===== src/rtl/hi_reader_15_tx_pkg.sv =====
// Shared types and constants for the ISO15693 reader-to-tag PPM encoder.
//   state_t          : encoder FSM states (IDLE, SOF, DATA, EOF)
//   SLOT_CYCLES_DEF  : default ck_1356meg cycles per PPM slot
//   PAUSE_CYCLES_DEF : default pause width in cycles
//   SLOT_W           : slot counter width (9 bits with the 1-of-256 option, else 3)
//   *_SLOTS / *_PAUSE* : frame-element lengths and pause-slot positions
// Optional feature macro: HI_READER_15_TX_ONE_OF_256_EN.
package hi_reader_15_tx_pkg;

  typedef enum logic [1:0] {IDLE, SOF, DATA, EOF} state_t;

  localparam int SLOT_CYCLES_DEF  = 128;
  localparam int PAUSE_CYCLES_DEF = 128;

`ifdef HI_READER_15_TX_ONE_OF_256_EN
  localparam int SLOT_W = 9;
`else
  localparam int SLOT_W = 3;
`endif

  localparam int SOF_SLOTS      = 8;
  localparam int SOF_PAUSE_A    = 0;
  localparam int SOF_PAUSE_B    = 5;
  localparam int SOF256_PAUSE_B = 7;
  localparam int SYM4_SLOTS     = 8;
  localparam int SYM256_SLOTS   = 512;
  localparam int EOF_SLOTS      = 3;
  localparam int EOF_PAUSE      = 1;

endpackage


===== src/rtl/hi_reader_15_ppm_tx_if.sv =====
// Byte interface from the ARM side into the PPM encoder.
//   tx_data  : command byte, sent LSB pair first
//   tx_valid : tx_data/tx_last valid
//   tx_last  : marks the final byte of the frame
//   tx_ready : encoder holding register can take a byte
// Handshake: a byte transfers on every rising clock edge where tx_valid && tx_ready
// are both high; the master holds tx_data/tx_last stable while tx_valid is high and
// not yet accepted, and tx_ready never depends on tx_valid.
interface hi_reader_15_ppm_tx_if;
  logic [7:0] tx_data;
  logic       tx_valid;
  logic       tx_last;
  logic       tx_ready;

  modport master (output tx_data, output tx_valid, output tx_last, input tx_ready);
  modport slave  (input tx_data, input tx_valid, input tx_last, output tx_ready);
endinterface


===== src/rtl/ppm_slot_timer.sv =====
// PPM slot timing: cycle counter within a slot and slot counter within a symbol.
//   i_clk, i_rst      : clock, synchronous active-high reset
//   i_run             : counters advance only while high
//   i_last_slot       : index of the final slot of the current symbol
//   i_pause_a/_b      : slots that carry a pause (set equal for a single pause)
//   o_symbol_end      : high on the last cycle of the symbol's last slot
//   o_pause           : current cycle lies inside a pause window
module ppm_slot_timer
  import hi_reader_15_tx_pkg::*;
#(
  parameter int SLOT_CYCLES  = SLOT_CYCLES_DEF,
  parameter int PAUSE_CYCLES = PAUSE_CYCLES_DEF,
  parameter int SW           = SLOT_W
) (
  input  logic          i_clk,
  input  logic          i_rst,
  input  logic          i_run,
  input  logic [SW-1:0] i_last_slot,
  input  logic [SW-1:0] i_pause_a,
  input  logic [SW-1:0] i_pause_b,
  output logic          o_symbol_end,
  output logic          o_pause
);

  localparam int CW = (SLOT_CYCLES > 1) ? $clog2(SLOT_CYCLES) : 1;
  localparam logic [CW-1:0] CYC_LAST  = CW'(SLOT_CYCLES - 1);
  // One extra bit so a pause as long as the whole slot is representable.
  localparam logic [CW:0]   PAUSE_LEN = (CW + 1)'(PAUSE_CYCLES);

  logic [CW-1:0] r_cyc;
  logic [SW-1:0] r_slot;
  logic          w_slot_end;

  assign w_slot_end   = i_run && (r_cyc == CYC_LAST);
  assign o_symbol_end = w_slot_end && (r_slot == i_last_slot);
  assign o_pause      = i_run && ((r_slot == i_pause_a) || (r_slot == i_pause_b)) &&
                        ({1'b0, r_cyc} < PAUSE_LEN);

  always_ff @(posedge i_clk) begin
    if (i_rst) begin
      r_cyc  <= '0;
      r_slot <= '0;
    end else if (i_run) begin
      if (w_slot_end) r_cyc <= '0;
      else            r_cyc <= r_cyc + CW'(1);
      if (o_symbol_end)    r_slot <= '0;
      else if (w_slot_end) r_slot <= r_slot + SW'(1);
    end
  end

endmodule


===== src/rtl/hi_reader_15_ppm_tx.sv =====
// ISO15693 reader-to-tag encoder: SOF, 1-of-4 PPM data, EOF as a carrier-pause
// envelope. The top level gates the carrier with pwr_hi = ck_1356meg & ~mod_out.
//   ck_1356meg   : 13.56 MHz clock
//   reset        : synchronous, active-high
//   mode_256     : 1-of-256 select, sampled at frame start (only with
//                  HI_READER_15_TX_ONE_OF_256_EN defined)
//   tx           : byte interface (slave modport)
//   mod_out      : 1 = carrier pause (registered)
//   busy         : high from SOF start through the done cycle
//   done         : one-cycle pulse on the final cycle of EOF
//   err_underrun : sticky, set when the byte stream ran dry before tx_last
//   dbg_state    : current FSM state
// All registered outputs share one cycle of latency relative to the FSM state,
// so mod_out, busy and done stay aligned with each other.
module hi_reader_15_ppm_tx
  import hi_reader_15_tx_pkg::*;
#(
  parameter int SLOT_CYCLES  = SLOT_CYCLES_DEF,
  parameter int PAUSE_CYCLES = PAUSE_CYCLES_DEF
) (
  input  logic                 ck_1356meg,
  input  logic                 reset,
`ifdef HI_READER_15_TX_ONE_OF_256_EN
  input  logic                 mode_256,
`endif
  hi_reader_15_ppm_tx_if.slave tx,
  output logic                 mod_out,
  output logic                 busy,
  output logic                 done,
  output logic                 err_underrun,
  output state_t               dbg_state
);

  state_t          r_state, w_state_nxt;
  logic [7:0]      r_hold, r_shift;
  logic            r_hold_full, r_hold_last, r_cur_last;
  logic [1:0]      r_pair;
  logic            r_mod, r_busy, r_done, r_err;
  logic            w_mode256;
  logic            w_run, w_sym_end, w_pause;
  logic [SLOT_W-1:0] w_last_slot, w_pause_a, w_pause_b;
  logic            w_ready, w_accept, w_byte_end, w_reload, w_underrun;

`ifdef HI_READER_15_TX_ONE_OF_256_EN
  logic r_mode256;
  assign w_mode256 = r_mode256;
`else
  assign w_mode256 = 1'b0;
`endif

  // Bytes after the frame's last byte wait until the frame has finished.
  assign w_ready    = !r_hold_full && (r_state != EOF) && !((r_state == DATA) && r_cur_last);
  assign tx.tx_ready = w_ready;
  assign w_accept   = tx.tx_valid && w_ready;
  assign w_run      = (r_state != IDLE);
  assign w_byte_end = w_mode256 || (r_pair == 2'd3);
  // SOF end always loads the first byte; later loads chain bytes with no gap.
  assign w_reload   = w_sym_end && ((r_state == SOF) ||
                      ((r_state == DATA) && w_byte_end && !r_cur_last && r_hold_full));
  assign w_underrun = w_sym_end && (r_state == DATA) && w_byte_end && !r_cur_last && !r_hold_full;

  ppm_slot_timer #(
    .SLOT_CYCLES  (SLOT_CYCLES),
    .PAUSE_CYCLES (PAUSE_CYCLES),
    .SW           (SLOT_W)
  ) u_timer (
    .i_clk        (ck_1356meg),
    .i_rst        (reset),
    .i_run        (w_run),
    .i_last_slot  (w_last_slot),
    .i_pause_a    (w_pause_a),
    .i_pause_b    (w_pause_b),
    .o_symbol_end (w_sym_end),
    .o_pause      (w_pause)
  );

  // Symbol length and pause positions for the element being sent.
  always_comb begin
    w_last_slot = '0;
    w_pause_a   = '0;
    w_pause_b   = '0;
    case (r_state)
      SOF: begin
        w_last_slot = SLOT_W'(SOF_SLOTS - 1);
        w_pause_a   = SLOT_W'(SOF_PAUSE_A);
        w_pause_b   = w_mode256 ? SLOT_W'(SOF256_PAUSE_B) : SLOT_W'(SOF_PAUSE_B);
      end
      DATA: begin
`ifdef HI_READER_15_TX_ONE_OF_256_EN
        if (w_mode256) begin
          w_last_slot = SLOT_W'(SYM256_SLOTS - 1);
          w_pause_a   = {r_shift, 1'b1};
        end else begin
          w_last_slot = SLOT_W'(SYM4_SLOTS - 1);
          w_pause_a   = SLOT_W'({r_shift[1:0], 1'b1});
        end
`else
        w_last_slot = SLOT_W'(SYM4_SLOTS - 1);
        w_pause_a   = {r_shift[1:0], 1'b1};
`endif
        w_pause_b   = w_pause_a;
      end
      EOF: begin
        w_last_slot = SLOT_W'(EOF_SLOTS - 1);
        w_pause_a   = SLOT_W'(EOF_PAUSE);
        w_pause_b   = SLOT_W'(EOF_PAUSE);
      end
      default: ;
    endcase
  end

  always_comb begin
    w_state_nxt = r_state;
    case (r_state)
      IDLE: if (w_accept) w_state_nxt = SOF;
      SOF:  if (w_sym_end) w_state_nxt = DATA;
      // Byte finished without a follow-on byte: tx_last seen or underrun.
      DATA: if (w_sym_end && w_byte_end && !w_reload) w_state_nxt = EOF;
      EOF:  if (w_sym_end) w_state_nxt = IDLE;
      default: w_state_nxt = IDLE;
    endcase
  end

  always_ff @(posedge ck_1356meg) begin
    if (reset) begin
      r_state     <= IDLE;
      r_hold      <= '0;
      r_hold_full <= 1'b0;
      r_hold_last <= 1'b0;
      r_shift     <= '0;
      r_cur_last  <= 1'b0;
      r_pair      <= '0;
      r_mod       <= 1'b0;
      r_busy      <= 1'b0;
      r_done      <= 1'b0;
      r_err       <= 1'b0;
`ifdef HI_READER_15_TX_ONE_OF_256_EN
      r_mode256   <= 1'b0;
`endif
    end else begin
      r_state <= w_state_nxt;

      if (w_accept) begin
        r_hold      <= tx.tx_data;
        r_hold_last <= tx.tx_last;
        r_hold_full <= 1'b1;
      end else if (w_reload) begin
        r_hold_full <= 1'b0;
      end

      if (w_reload) begin
        r_shift    <= r_hold;
        r_cur_last <= r_hold_last;
        r_pair     <= '0;
      end else if ((r_state == DATA) && w_sym_end) begin
        r_shift <= r_shift >> 2;
        r_pair  <= r_pair + 2'd1;
      end

      if ((r_state == IDLE) && w_accept) begin
        r_err <= 1'b0;
`ifdef HI_READER_15_TX_ONE_OF_256_EN
        r_mode256 <= mode_256;
`endif
      end else if (w_underrun) begin
        r_err <= 1'b1;
      end

      r_mod  <= w_pause;
      r_busy <= w_run;
      r_done <= (r_state == EOF) && w_sym_end;
    end
  end

  assign mod_out      = r_mod;
  assign busy         = r_busy;
  assign done         = r_done;
  assign err_underrun = r_err;
  assign dbg_state    = r_state;

endmodule


===== src/flat_wrapper.sv =====
// flat-port wrapper written by rule: the top's interface ports become plain ports
module hi_reader_15_ppm_tx_flat import hi_reader_15_tx_pkg::*;
#(
  parameter int SLOT_CYCLES  = SLOT_CYCLES_DEF,
  parameter int PAUSE_CYCLES = PAUSE_CYCLES_DEF
)
  (ck_1356meg, reset, mod_out, busy, done, err_underrun, dbg_state, tx_tx_data, tx_tx_valid, tx_tx_last, tx_tx_ready);
  hi_reader_15_ppm_tx_if tx_i ();
  input  logic ck_1356meg;
  input  logic reset;
  output logic mod_out;
  output logic busy;
  output logic done;
  output logic err_underrun;
  output state_t dbg_state;
  input wire logic [$bits(tx_i.tx_data)-1:0] tx_tx_data;
  input wire logic [$bits(tx_i.tx_valid)-1:0] tx_tx_valid;
  input wire logic [$bits(tx_i.tx_last)-1:0] tx_tx_last;
  output wire logic [$bits(tx_i.tx_ready)-1:0] tx_tx_ready;
  assign tx_i.tx_data = tx_tx_data;
  assign tx_i.tx_valid = tx_tx_valid;
  assign tx_i.tx_last = tx_tx_last;
  assign tx_tx_ready = tx_i.tx_ready;
  hi_reader_15_ppm_tx #(.SLOT_CYCLES(SLOT_CYCLES), .PAUSE_CYCLES(PAUSE_CYCLES)) u_core (.ck_1356meg(ck_1356meg), .reset(reset), .tx(tx_i), .mod_out(mod_out), .busy(busy), .done(done), .err_underrun(err_underrun), .dbg_state(dbg_state));
endmodule

===== config.mk =====
export PLATFORM = sky130hd
export DESIGN_NAME = hi_reader_15_ppm_tx_flat
export DESIGN_NICKNAME = d
export VERILOG_FILES = /design/src/rtl/hi_reader_15_tx_pkg.sv /design/src/rtl/hi_reader_15_ppm_tx_if.sv /design/src/rtl/ppm_slot_timer.sv /design/src/rtl/hi_reader_15_ppm_tx.sv /design/src/flat_wrapper.sv
export SDC_FILE = /design/constraint.sdc
export NUM_CORES = 1
export LEC_CHECK = 0
export ABC_AREA = 1
export BUFFER_PORTS_ARGS = -buffer_cell sky130_fd_sc_hd__buf_2
export CELL_PAD_IN_SITES_DETAIL_PLACEMENT = 1
export CELL_PAD_IN_SITES_GLOBAL_PLACEMENT = 1
export CORE_MARGIN = 10
export CORE_UTILIZATION = 25
export CTS_CLUSTER_SIZE = 16
export DETAILED_ROUTE_END_ITERATION = 6
export PLACE_DENSITY_LB_ADDON = 0.05
export REMOVE_ABC_BUFFERS = 1
export SETUP_SLACK_MARGIN = 0.2
export SKIP_LAST_GASP = 1
export SLEW_MARGIN = 25
export SYNTH_ARGS = -nofsm -noshare
export SYNTH_HDL_FRONTEND = slang
export SYNTH_SLANG_ARGS = --single-unit

===== constraint.sdc =====
create_clock -name ck_1356meg -period 3.5 [get_ports ck_1356meg]
set_input_delay 0.175 -clock ck_1356meg [delete_from_list [all_inputs] [get_ports ck_1356meg]]
set_output_delay 0.175 -clock ck_1356meg [all_outputs]
set_load 0.1 [all_outputs]

==> results.sh, run 1 <==
export IMPL_dieHeight_um=105
export IMPL_place_hpwl_mm=3.55
export IMPL_cp_startpoint="u_core.dbg_state[0]$_SDFFE_PP0P_"
export IMPL_cts_hold_buf=0
export IMPL_start_util_pct=26.1
export IMPL_post_cts_setup_buffer_count=0
export IMPL_grt_usage_pct=8.86
export IMPL_critPathKind="register to register"
export IMPL_rrSetupSlack_ps=1270
export IMPL_tightest_slew_ps=638
export IMPL_cts_tree="yes"
export IMPL_startpoint_type="register"
export IMPL_wl_mm=4.68
export IMPL_p_total_mw=1.27
export IMPL_end_kind="register"
export IMPL_drtAntennaViolNets=0
export IMPL_drc_errors=0
export IMPL_path_cells="inv_1 -> ha_1 -> nand2_1 -> nand3_1 -> inv_2 -> nand2_1 -> nand2_1 -> inv_2 -> a21oi_2 -> nand3_1 -> nand2_1 -> nor2_1"
export IMPL_core_sq_um=6910
export IMPL_clk_path_buf_depth=2
export IMPL_grt_start_max_net_pins=19
export IMPL_cts_max_level=2
export IMPL_clockRootBuffer="clkbuf_8"
export IMPL_cts_sinks=37
export IMPL_yosysWarnings=0
export IMPL_grt_pass1_wl_mm=8.03
export IMPL_fillCellCount=879
export IMPL_p_int_mw=0.725
export IMPL_clock_latency_ps=290
export IMPL_hold_ws_ps=163
export IMPL_ios=19
export IMPL_finalWeightedCongestion=0.699
export IMPL_multi_input_area_sq_um=912
export IMPL_synth_cell_types=31
export IMPL_drive_gt1_share_pct=17.2
export IMPL_ys_ff_latch=37
export IMPL_area_growth_pct=14.4
export IMPL_path_max_fanout=18
export IMPL_synth_area_sq_um=1800
export IMPL_rsz0062_at_grt="false"
export IMPL_clkTransAtPathRegs_ps=80
export IMPL_firstDrtPassIters=4
export IMPL_port_buffers=18
export IMPL_synth_edf_count=0
export IMPL_yosysMostFrequentCell="nand2_1"
export IMPL_cp_data_arrival_time_ps=2420
export IMPL_p_clk_share_pct=23.5
export IMPL_ir_drop_mv=0.166
export IMPL_r2r_end="u_core.dbg_state[1]$_SDFFE_PP0P_"
export IMPL_p_leak_nw=0.870
export IMPL_r2r_start="u_core.dbg_state[0]$_SDFFE_PP0P_"
export IMPL_synth_avg_cell_area_sq_um=7.48
export IMPL_slowest_delay_ps=410
export IMPL_postSynthCellCount=241
export IMPL_period_share_pct=63.7
export IMPL_clock_skew_ps=7.36
export IMPL_grt_pass1_vias=1608
export IMPL_synth_top_area_cell="dfxtp_1"
export IMPL_die_area_sq_um=11000
export IMPL_fin_cells=357
export IMPL_drt_initial_drc_count=20
export IMPL_fmax_mhz=448
export IMPL_min_period_ps=2230
export IMPL_drv_slew=0
export IMPL_async_reset_ff_share_pct=0
export IMPL_power_switching_mw=0.540
export IMPL_cts_made_buffers=5
export IMPL_row_count=30
export IMPL_avgRoutedWirePerCell_um=13.1
export IMPL_switching_share_pct=42.7
export IMPL_antenna_found_initial=0
export IMPL_synthTopCellsByCount="nand2_1 (49), dfxtp_1 (37), inv_1 (25), a21oi_1 (23), nor2_1 (20)"
export IMPL_status="finished clean"
export IMPL_synth_top_cell_area_share_pct=41.1
export IMPL_dp_cells=349
export IMPL_crit_required_ps=3690
export IMPL_vias=1523
export IMPL_tns_ps=0
export IMPL_comb_power_share_pct=37.6
export IMPL_slew_headroom_pct=57.4
export IMPL_final_net_count=280
export IMPL_power_density_nw_per_um2=613
export IMPL_rr_worst_depth=12
export IMPL_ys_seq_area_share_pct=41.1
export IMPL_ys_flop_type="dfxtp_1"
export IMPL_endpoint="u_core.dbg_state[1]$_SDFFE_PP0P_"
export IMPL_dieWidth_um=105
export IMPL_maxCapViolations=0
export IMPL_vias_per_cell=4.27
export IMPL_critPathSlowestCell="dfxtp_1"
export IMPL_regArea_sq_um=741
export IMPL_hp_class="primary input to register"
export IMPL_n_antenna_cell=0
export IMPL_ctsResizeCount=0
export IMPL_hold_violations=0
export IMPL_setup_viol=0
export IMPL_critPathMostFrequentCell="nand2_1"
export IMPL_synthTopCellsByArea="dfxtp_1 (41%), nand2_1 (10%), a21oi_1 (6.4%)"
export IMPL_seq_power_share_pct=38.9
export IMPL_overflow=0
flip-flops by register name, indices dropped and copies added (netlist names):
register / cells
u_core.r_hold_full: 1
u_core.u_timer.r_cyc: 7
u_core.mod_out: 1
u_core.done: 1
u_core.r_hold: 8
u_core.dbg_state: 2
u_core.busy: 1
u_core.r_cur_last: 1
u_core.err_underrun: 1
u_core.r_pair: 2
u_core.u_timer.r_slot: 3
u_core.r_shift: 8
u_core.r_hold_last: 1
cells by family (layout without fill, tap and decap cells):
logic type,after synthesis,in the layout,synth area share [%]
xor+xnor,7,7,3.40
simple gates,106,106,27.8
flops,37,37,41.1
compound gates,46,46,13.9
fa+ha+maj,8,8,5.55
buf+inv,37,57,8.33
metrics by stage:
step	worst slack (ps)	instance area [sq um]	util, %
after floorplan	453	1770	-
final	1270	2060	29.9
after global routing	826	2060	29.9
after CTS	1150	2060	29.9
after detailed placement	1170	1980	28.7
after global placement	1180	1980	28.7
worst min-delay path by stage:
stage                                         start                               to  cells after the start  slack (ps)
floorplan                                     reset    u_core.r_hold[6]$_SDFFE_PP0P_                      1         240
global placement      u_core.r_hold[5]$_SDFFE_PP0P_    u_core.r_hold[5]$_SDFFE_PP0P_                      2         450
detailed placement  u_core.r_hold_last$_SDFFE_PP0P_  u_core.r_hold_last$_SDFFE_PP0P_                      2         460
CTS                                      tx_tx_last  u_core.r_hold_last$_SDFFE_PP0P_                      3         160
global route                             tx_tx_last  u_core.r_hold_last$_SDFFE_PP0P_                      3         170
finish                                tx_tx_data[7]    u_core.r_hold[7]$_SDFFE_PP0P_                      3         160
power groups by stage:
stage | clock network, mW | registers, mW | logic, mW
floorplan | 0 | 0.620 | 0.267
global placement | 0 | 0.502 | 0.490
detailed placement | 0 | 0.503 | 0.488
CTS | 0.314 | 0.493 | 0.489
global route | 0.337 | 0.501 | 0.535
finish | 0.297 | 0.492 | 0.476
metal layers:
layer | wire length, um | part of all wire [%] | GRT usage (%) | vias up
met5 | 0 | 0 | 0 | -
met3 | 151 | 3.2 | 2.52 | 5
li1 | - | - | - | 812
met4 | 55 | 1.2 | 2.65 | 0
met2 | 1880 | 40 | 12.5 | 17
met1 | 2590 | 55 | 12.6 | 689
layout make-up:
class,instances,area share (%)
repair buffers,18,4.37
clock buffers,7,3.70
multi-input cells,167,44.2
flip-flops and latches,37,35.9
inverters,31,5.64
well taps,96,5.82
clock inverters,1,0.364
critical path: cells and delay by family (launching register included):
family / cells / cell delay (ps)
flops: 1 / 410
fa+ha+maj: 1 / 340
compound gates: 1 / 140
buf+inv: 3 / 260
simple gates: 7 / 970
placed cells by master (no fill, tap or decap), drive strengths merged:
master / instances
o21ai: 19
nor2: 23
or2: 2
o21ba: 1
dfxtp: 37
nor3b: 1
buf: 18
nand4: 3
clkinvlp: 1
o22ai: 1
nand3: 21
xnor2: 1
ha: 8
xor2: 6
a21boi: 1
inv: 31
clkbuf: 7
nand3b: 1
nor3: 2
nand2: 53
a21oi: 24
(Power assumes the default switching activity.)
==> inputs of run 2 (changes only) <==
ABC_AREA = 0   (was 1)
clock period = 2.3 ns   (was 3.5 ns; I/O delays follow)
==> run 2 against run 1 <==
Effect of this change: sequential power increased by 48%; area after synthesis decreased by 2.7%; non-clock buffer count increased by 21; global-route usage increased by 0.20 points; critical endpoint is now u_core.r_shift[5]$_SDFFE_PP0P_; largest power group is now combinational cells.
==> results.sh, run 2 <==
export IMPL_status="finished clean"
export IMPL_avgRoutedWirePerCell_um=14.6
export IMPL_firstDrtPassIters=4
export IMPL_fmax_mhz=464
export IMPL_clk_path_buf_depth=2
export IMPL_drc_errors=0
export IMPL_drv_slew=0
export IMPL_dieWidth_um=104
export IMPL_dp_cells=309
export IMPL_worst_slack_ps=143
export IMPL_ys_seq_area_share_pct=42.2
export IMPL_yosysMostFrequentCell="dfxtp_1"
export IMPL_cts_tree="yes"
export IMPL_end_kind="register"
export IMPL_finalWeightedCongestion=0.792
export IMPL_min_period_ps=2160
export IMPL_startpoint_type="register"
export IMPL_critPathSlowestCell="dfxtp_2"
export IMPL_clock_skew_ps=3.19
export IMPL_path_cells="inv_2 -> ha_4 -> or3_4 -> a2111oi_4 -> buf_6 -> and2b_4 -> mux2i_2 -> a211oi_2"
export IMPL_period_share_pct=93.8
export IMPL_ys_ff_latch=37
export IMPL_tns_ps=0
export IMPL_place_area_sq_um=2060
export IMPL_cp_data_arrival_time_ps=2310
export IMPL_synth_top_cell_area_share_pct=42.2
export IMPL_grt_pass1_vias=1565
export IMPL_cts_hold_buf=0
export IMPL_overflow=0
export IMPL_start_util_pct=25.8
export IMPL_ir_drop_mv=0.240
export IMPL_grt_usage_pct=9.06
export IMPL_clockRootBuffer="clkbuf_8"
export IMPL_area_growth_pct=30.8
export IMPL_maxCapViolations=0
export IMPL_synth_avg_cell_area_sq_um=9.28
export IMPL_synthTopCellsByCount="dfxtp_1 (37), nand2_1 (17), nor2_1 (16), a21oi_1 (14), nand3_1 (14)"
export IMPL_drt_initial_drc_count=38
export IMPL_path_buf_inv=2
export IMPL_wl_mm=4.70
export IMPL_p_leak_nw=0.862
export IMPL_synth_top_area_cell="dfxtp_1"
export IMPL_power_density_nw_per_um2=947
export IMPL_critPathKind="register to register"
export IMPL_post_route_util_pct=33.8
export IMPL_ys_flop_type="dfxtp_1"
export IMPL_final_net_count=244
export IMPL_ios=19
export IMPL_crit_required_ps=2460
export IMPL_port_buffers=18
export IMPL_postSynthCellCount=189
export IMPL_die_area_sq_um=10800
export IMPL_hold_violations=0
export IMPL_cts_max_level=2
export IMPL_row_count=30
export IMPL_synth_edf_count=0
export IMPL_tightest_slew_ps=490
export IMPL_synth_cell_types=38
export IMPL_grt_start_max_net_pins=23
export IMPL_drive_gt1_share_pct=31.1
export IMPL_path_max_fanout=6
export IMPL_layout_common_cells="dfxtp_1 (35), buf_2 (17), buf_4 (17), nand2_1 (16), nor2_1 (15)"
export IMPL_slowest_delay_ps=340
export IMPL_hold_ws_ps=73.2
export IMPL_cts_sinks=37
export IMPL_place_ws_ps=-99.7
export IMPL_yosysWarnings=0
export IMPL_async_reset_ff_share_pct=0
export IMPL_grt_pass1_wl_mm=8.05
export IMPL_clkTransAtPathRegs_ps=80
export IMPL_clock_latency_ps=290
export IMPL_hp_class="primary input to register"
export IMPL_slew_headroom_pct=67.3
export IMPL_core_sq_um=6790
export IMPL_vias=1447
export IMPL_rsz0062_at_grt="true"
export IMPL_cts_made_buffers=5
export IMPL_synthTopCellsByArea="dfxtp_1 (42%), ha_1 (5.7%), mux2i_1 (5.7%)"
export IMPL_antenna_found_initial=0
export IMPL_place_hpwl_mm=3.37
export IMPL_reg_top3="u_core.r_hold: 8 flops, u_core.r_shift: 8 flops, u_core.u_timer.r_cyc: 7 flops"
export IMPL_synth_area_sq_um=1750
export IMPL_fin_area_sq_um=2290
export IMPL_setup_viol=0
export IMPL_critical_path_top_delay_family="simple AND/OR/NAND/NOR gates"
export IMPL_p_total_mw=2.17
export IMPL_fin_cells=321
export IMPL_n_antenna_cell=0
export IMPL_drtAntennaViolNets=0
export IMPL_vias_per_cell=4.51
export IMPL_dieHeight_um=104
export IMPL_mostFrequentLayoutCell="dfxtp_1"
-- run 2: changes by cell type in the layout (fill, tap and decap cells not counted), moves of 6 or more --
cell and change:
a21oi_1 -9, inv_1 -21, nand2_1 -33, mux2i_1 +9
o21ai_0 -10, nand3_1 -6, buf_4 +17
-- run 2: worst paths after layout --
| path | depth (start not counted) | to | slack (ps) | start |
|---|---|---|---|---|
| max | 8 | u_core.r_shift[5]$_SDFFE_PP0P_ | 140 | u_core.dbg_state[1]$_SDFFE_PP0P_ |
| min | 3 | u_core.r_hold[7]$_SDFFE_PP0P_ | 70 | tx_tx_data[7] |
| max reg2reg | 8 | u_core.r_shift[5]$_SDFFE_PP0P_ | 140 | u_core.dbg_state[1]$_SDFFE_PP0P_ |
| min reg2reg | 2 | u_core.r_hold[6]$_SDFFE_PP0P_ | 460 | u_core.r_hold[6]$_SDFFE_PP0P_ |
-- run 2: report_power, final --
group,internal (mW),leakage [nW],switching (mW)
logic,0.303,0.502,0.551
clock network,0.354,0.0585,0.237
registers,0.698,0.301,0.0300
total,1.36,0.862,0.817
-- run 2: cell type report --
cell class                 count  area (sq um)
clock buffer                   7          86.3
clock inverter                 1          30.0
fill                         783          4500
inverter                       6          22.5
multi-input combinational    135          1010
sequential                    37           743
tap                           96           120
timing repair buffer          39           287
-- run 2: cells by family after synthesis --
logic type | count (synthesis) | synth area share, %
fa+ha+maj | 8 | 5.71
simple gates | 66 | 18.6
mux | 10 | 5.71
buf+inv | 18 | 5.28
xor+xnor | 12 | 5.99
compound gates | 38 | 16.5
flops | 37 | 42.2
-- run 2: repair_timing --
| item | CTS | global route |
|---|---|---|
| cloned | 1 | 0 |
| pin swaps | 9 | 5 |
| setup buffers | 3 | 0 |
| gates resized for setup | 16 | 5 |
| endpoints found under the setup margin | 15 | 14 |
-- run 2: metal layers --
| layer | track usage [%] | vias to the layer above | wire (um) | share of wire [%] |
|---|---|---|---|---|
| met4 | 3.38 | 0 | 46 | 0.98 |
| met3 | 2.79 | 5 | 168 | 3.6 |
| met1 | 12.1 | 692 | 2400 | 51 |
| met2 | 13.3 | 20 | 2090 | 44 |
| li1 | - | 730 | - | - |
| met5 | 0 | - | 0 | 0 |
-- run 2: worst min-delay path, stage by stage --
cell     delay, ps
buf_2           90
nand3_1         50
a21oi_1         50
==> inputs of run 3 (changes only) <==
clock period = 1.92 ns   (was 2.3 ns; I/O delays follow)
==> run 3 against run 2 <==
Effect of this change: the run now ends with negative setup slack left; utilization rose by 4.1 points; clock skew increased by 7.0 ps; clock-buffer cell count decreased by 1; critical path type unchanged; highest routed layer unchanged.
==> results.sh, run 3 (synthesis gave the netlist of run 2 again) <==
export IMPL_p_clk_share_pct=21.6
export IMPL_drt_initial_drc_count=36
export IMPL_dp_cells=319
export IMPL_startpoint_type="register"
export IMPL_fin_area_sq_um=2570
export IMPL_drv_slew=0
export IMPL_rr_worst_depth=8
export IMPL_mostFrequentLayoutCell="dfxtp_1"
export IMPL_antenna_found_initial=0
export IMPL_violations="negative setup slack"
export IMPL_crit_required_ps=2080
export IMPL_avgRoutedWirePerCell_um=14.8
export IMPL_power_switching_mw=1.07
export IMPL_p_total_mw=2.71
export IMPL_reg_top3="u_core.r_hold: 8 flops, u_core.r_shift: 8 flops, u_core.u_timer.r_cyc: 7 flops"
export IMPL_vias=1540
export IMPL_cts_tree="yes"
export IMPL_path_max_fanout=6
export IMPL_hold_ws_ps=50.1
export IMPL_ios=19
export IMPL_min_period_ps=2210
export IMPL_overflow=0
export IMPL_maxCapViolations=0
export IMPL_cts_made_buffers=5
export IMPL_drive_gt1_share_pct=43.7
export IMPL_port_buffers=18
export IMPL_wl_mm=5.03
export IMPL_place_area_sq_um=2130
export IMPL_grt_pass1_vias=1556
export IMPL_path_cells="inv_4 -> ha_4 -> or3_4 -> a2111oi_4 -> buf_6 -> and2b_4 -> mux2i_2 -> a211oi_2"
export IMPL_clockRootBuffer="clkbuf_8"
export IMPL_comb_power_share_pct=46.1
export IMPL_cp_data_arrival_time_ps=2370
export IMPL_clkTransAtPathRegs_ps=80
export IMPL_cp_startpoint="u_core.dbg_state[0]$_SDFFE_PP0P_"
export IMPL_layout_common_cells="dfxtp_1 (35), buf_4 (25), buf_2 (17), nor2_1 (15), nand2_1 (15)"
export IMPL_clk_path_buf_depth=2
export IMPL_worst_slack_ps=-285
export IMPL_seq_power_share_pct=32.3
export IMPL_critPathKind="register to register"
export IMPL_ir_drop_mv=0.374
export IMPL_cts_sinks=37
export IMPL_area_growth_pct=46.8
export IMPL_core_sq_um=6790
export IMPL_slew_headroom_pct=66.0
export IMPL_whs_path_depth=3
export IMPL_n_antenna_cell=0
export IMPL_rsz0062_at_grt="true"
export IMPL_vias_per_cell=4.52
export IMPL_grt_usage_pct=9.18
export IMPL_setup_viol=15
export IMPL_holdCritStartpoint="tx_tx_data[4]"
export IMPL_critPathSlowestCell="dfxtp_2"
export IMPL_rrSetupSlack_ps=-290
export IMPL_grt_start_max_net_pins=24
export IMPL_drtAntennaViolNets=0
export IMPL_switching_share_pct=39.4
export IMPL_grt_pass1_wl_mm=8.22
export IMPL_fin_cells=341
export IMPL_drc_errors=0
export IMPL_die_area_sq_um=10800
export IMPL_end_kind="register"
export IMPL_cts_max_level=2
export IMPL_clock_latency_ps=290
export IMPL_p_leak_nw=0.989
export IMPL_final_net_count=264
export IMPL_firstDrtPassIters=4
export IMPL_place_hpwl_mm=3.47
export IMPL_status="complete, but fails checks"
export IMPL_finalWeightedCongestion=0.793
export IMPL_power_density_nw_per_um2=1050
export IMPL_dieHeight_um=104
export IMPL_start_util_pct=25.8
export IMPL_row_count=30
export IMPL_slowest_delay_ps=350
export IMPL_p_int_mw=1.64
export IMPL_tightest_slew_ps=510
export IMPL_hold_violations=0
export IMPL_clock_skew_ps=10.2
export IMPL_fillCellCount=779
export IMPL_place_ws_ps=-495
export IMPL_dieWidth_um=104
export IMPL_period_share_pct=115
export IMPL_r2r_start="u_core.dbg_state[0]$_SDFFE_PP0P_"
export IMPL_fmax_mhz=453
export IMPL_min_to="u_core.r_hold[4]$_SDFFE_PP0P_"
export IMPL_r2r_end="u_core.r_shift[5]$_SDFFE_PP0P_"
export IMPL_hp_class="primary input to register"
## run 3: cell types whose count changed in the layout (fill, tap and decap cells not counted), moves of 3 or more
cell	change
nand3_1	-5
buf_4	+8
buf_6	+10
nand3_2	+5
mux2i_1	-3
mux2i_2	+3
## run 3: worst max-delay path by stage
stage                                                   to  slack, ps  depth (start not counted)
final                       u_core.r_shift[5]$_SDFFE_PP0P_       -290                          8
after global routing      u_core.dbg_state[1]$_SDFFE_PP0P_       -370                          8
after CTS                 u_core.dbg_state[1]$_SDFFE_PP0P_       -260                          8
after detailed placement  u_core.dbg_state[1]$_SDFFE_PP0P_       -490                          7
after global placement    u_core.dbg_state[1]$_SDFFE_PP0P_       -390                          7
after floorplan           u_core.dbg_state[1]$_SDFFE_PP0P_      -4160                          6
## run 3: final cells by class
class | count | area [sq um] | area share, %
multi-input combinational | 135 | 1090 | 42.4
tap | 96 | 120 | 4.66
clock inverter | 2 | 13.8 | 0.534
sequential | 37 | 743 | 28.9
timing repair buffer | 59 | 499 | 19.4
inverter | 6 | 25.0 | 0.972
clock buffer | 6 | 82.6 | 3.21
## run 3: critical path: cells and delay by family, from the launching register on
kind	cells	cell delay, ps
adders and majority gates	1	230
and+or+nand+nor	2	600
buffers and inverters	2	230
DFF	1	350
AOI/OAI and AO/OA	2	400
muxes	1	260
## run 3: repair_timing
action | in CTS | in global routing
pin swaps | 7 | 17
resized for setup | 18 | 37
endpoints found under the setup margin | 30 | 31
gates cloned | 1 | 1
hold buffers | 0 | 0
buffers inserted | 4 | 8
hold endpoints to repair | 0 | 0
## run 3: through the flow
stage	setup TNS [ps]	util, %
6_report	-3130	37.9
5_1_grt	-4530	37.9
4_1_cts	-3120	34.4
3_5_place_dp	-6330	31.4
3_3_place_gp	-4630	31.4
2_1_floorplan	-72970	-
## run 3: routing by layer
| layer | vias up | GRT usage, % | part of all wire [%] |
|---|---|---|---|
| li1 | 777 | - | - |
| met3 | 6 | 2.79 | 3.6 |
| met4 | 0 | 3.28 | 1.2 |
| met5 | - | 0 | 0 |
| met1 | 737 | 12.3 | 50 |
| met2 | 20 | 13.5 | 45 |
## run 3: power by group through the flow
stage,Combinational [mW],Clock (mW),Sequential (mW)
after detailed placement,0.983,0,0.881
after global placement,0.959,0,0.879
after global routing,1.35,0.636,0.885
after floorplan,0.425,0,1.11
final,1.25,0.585,0.876
after CTS,1.08,0.612,0.869
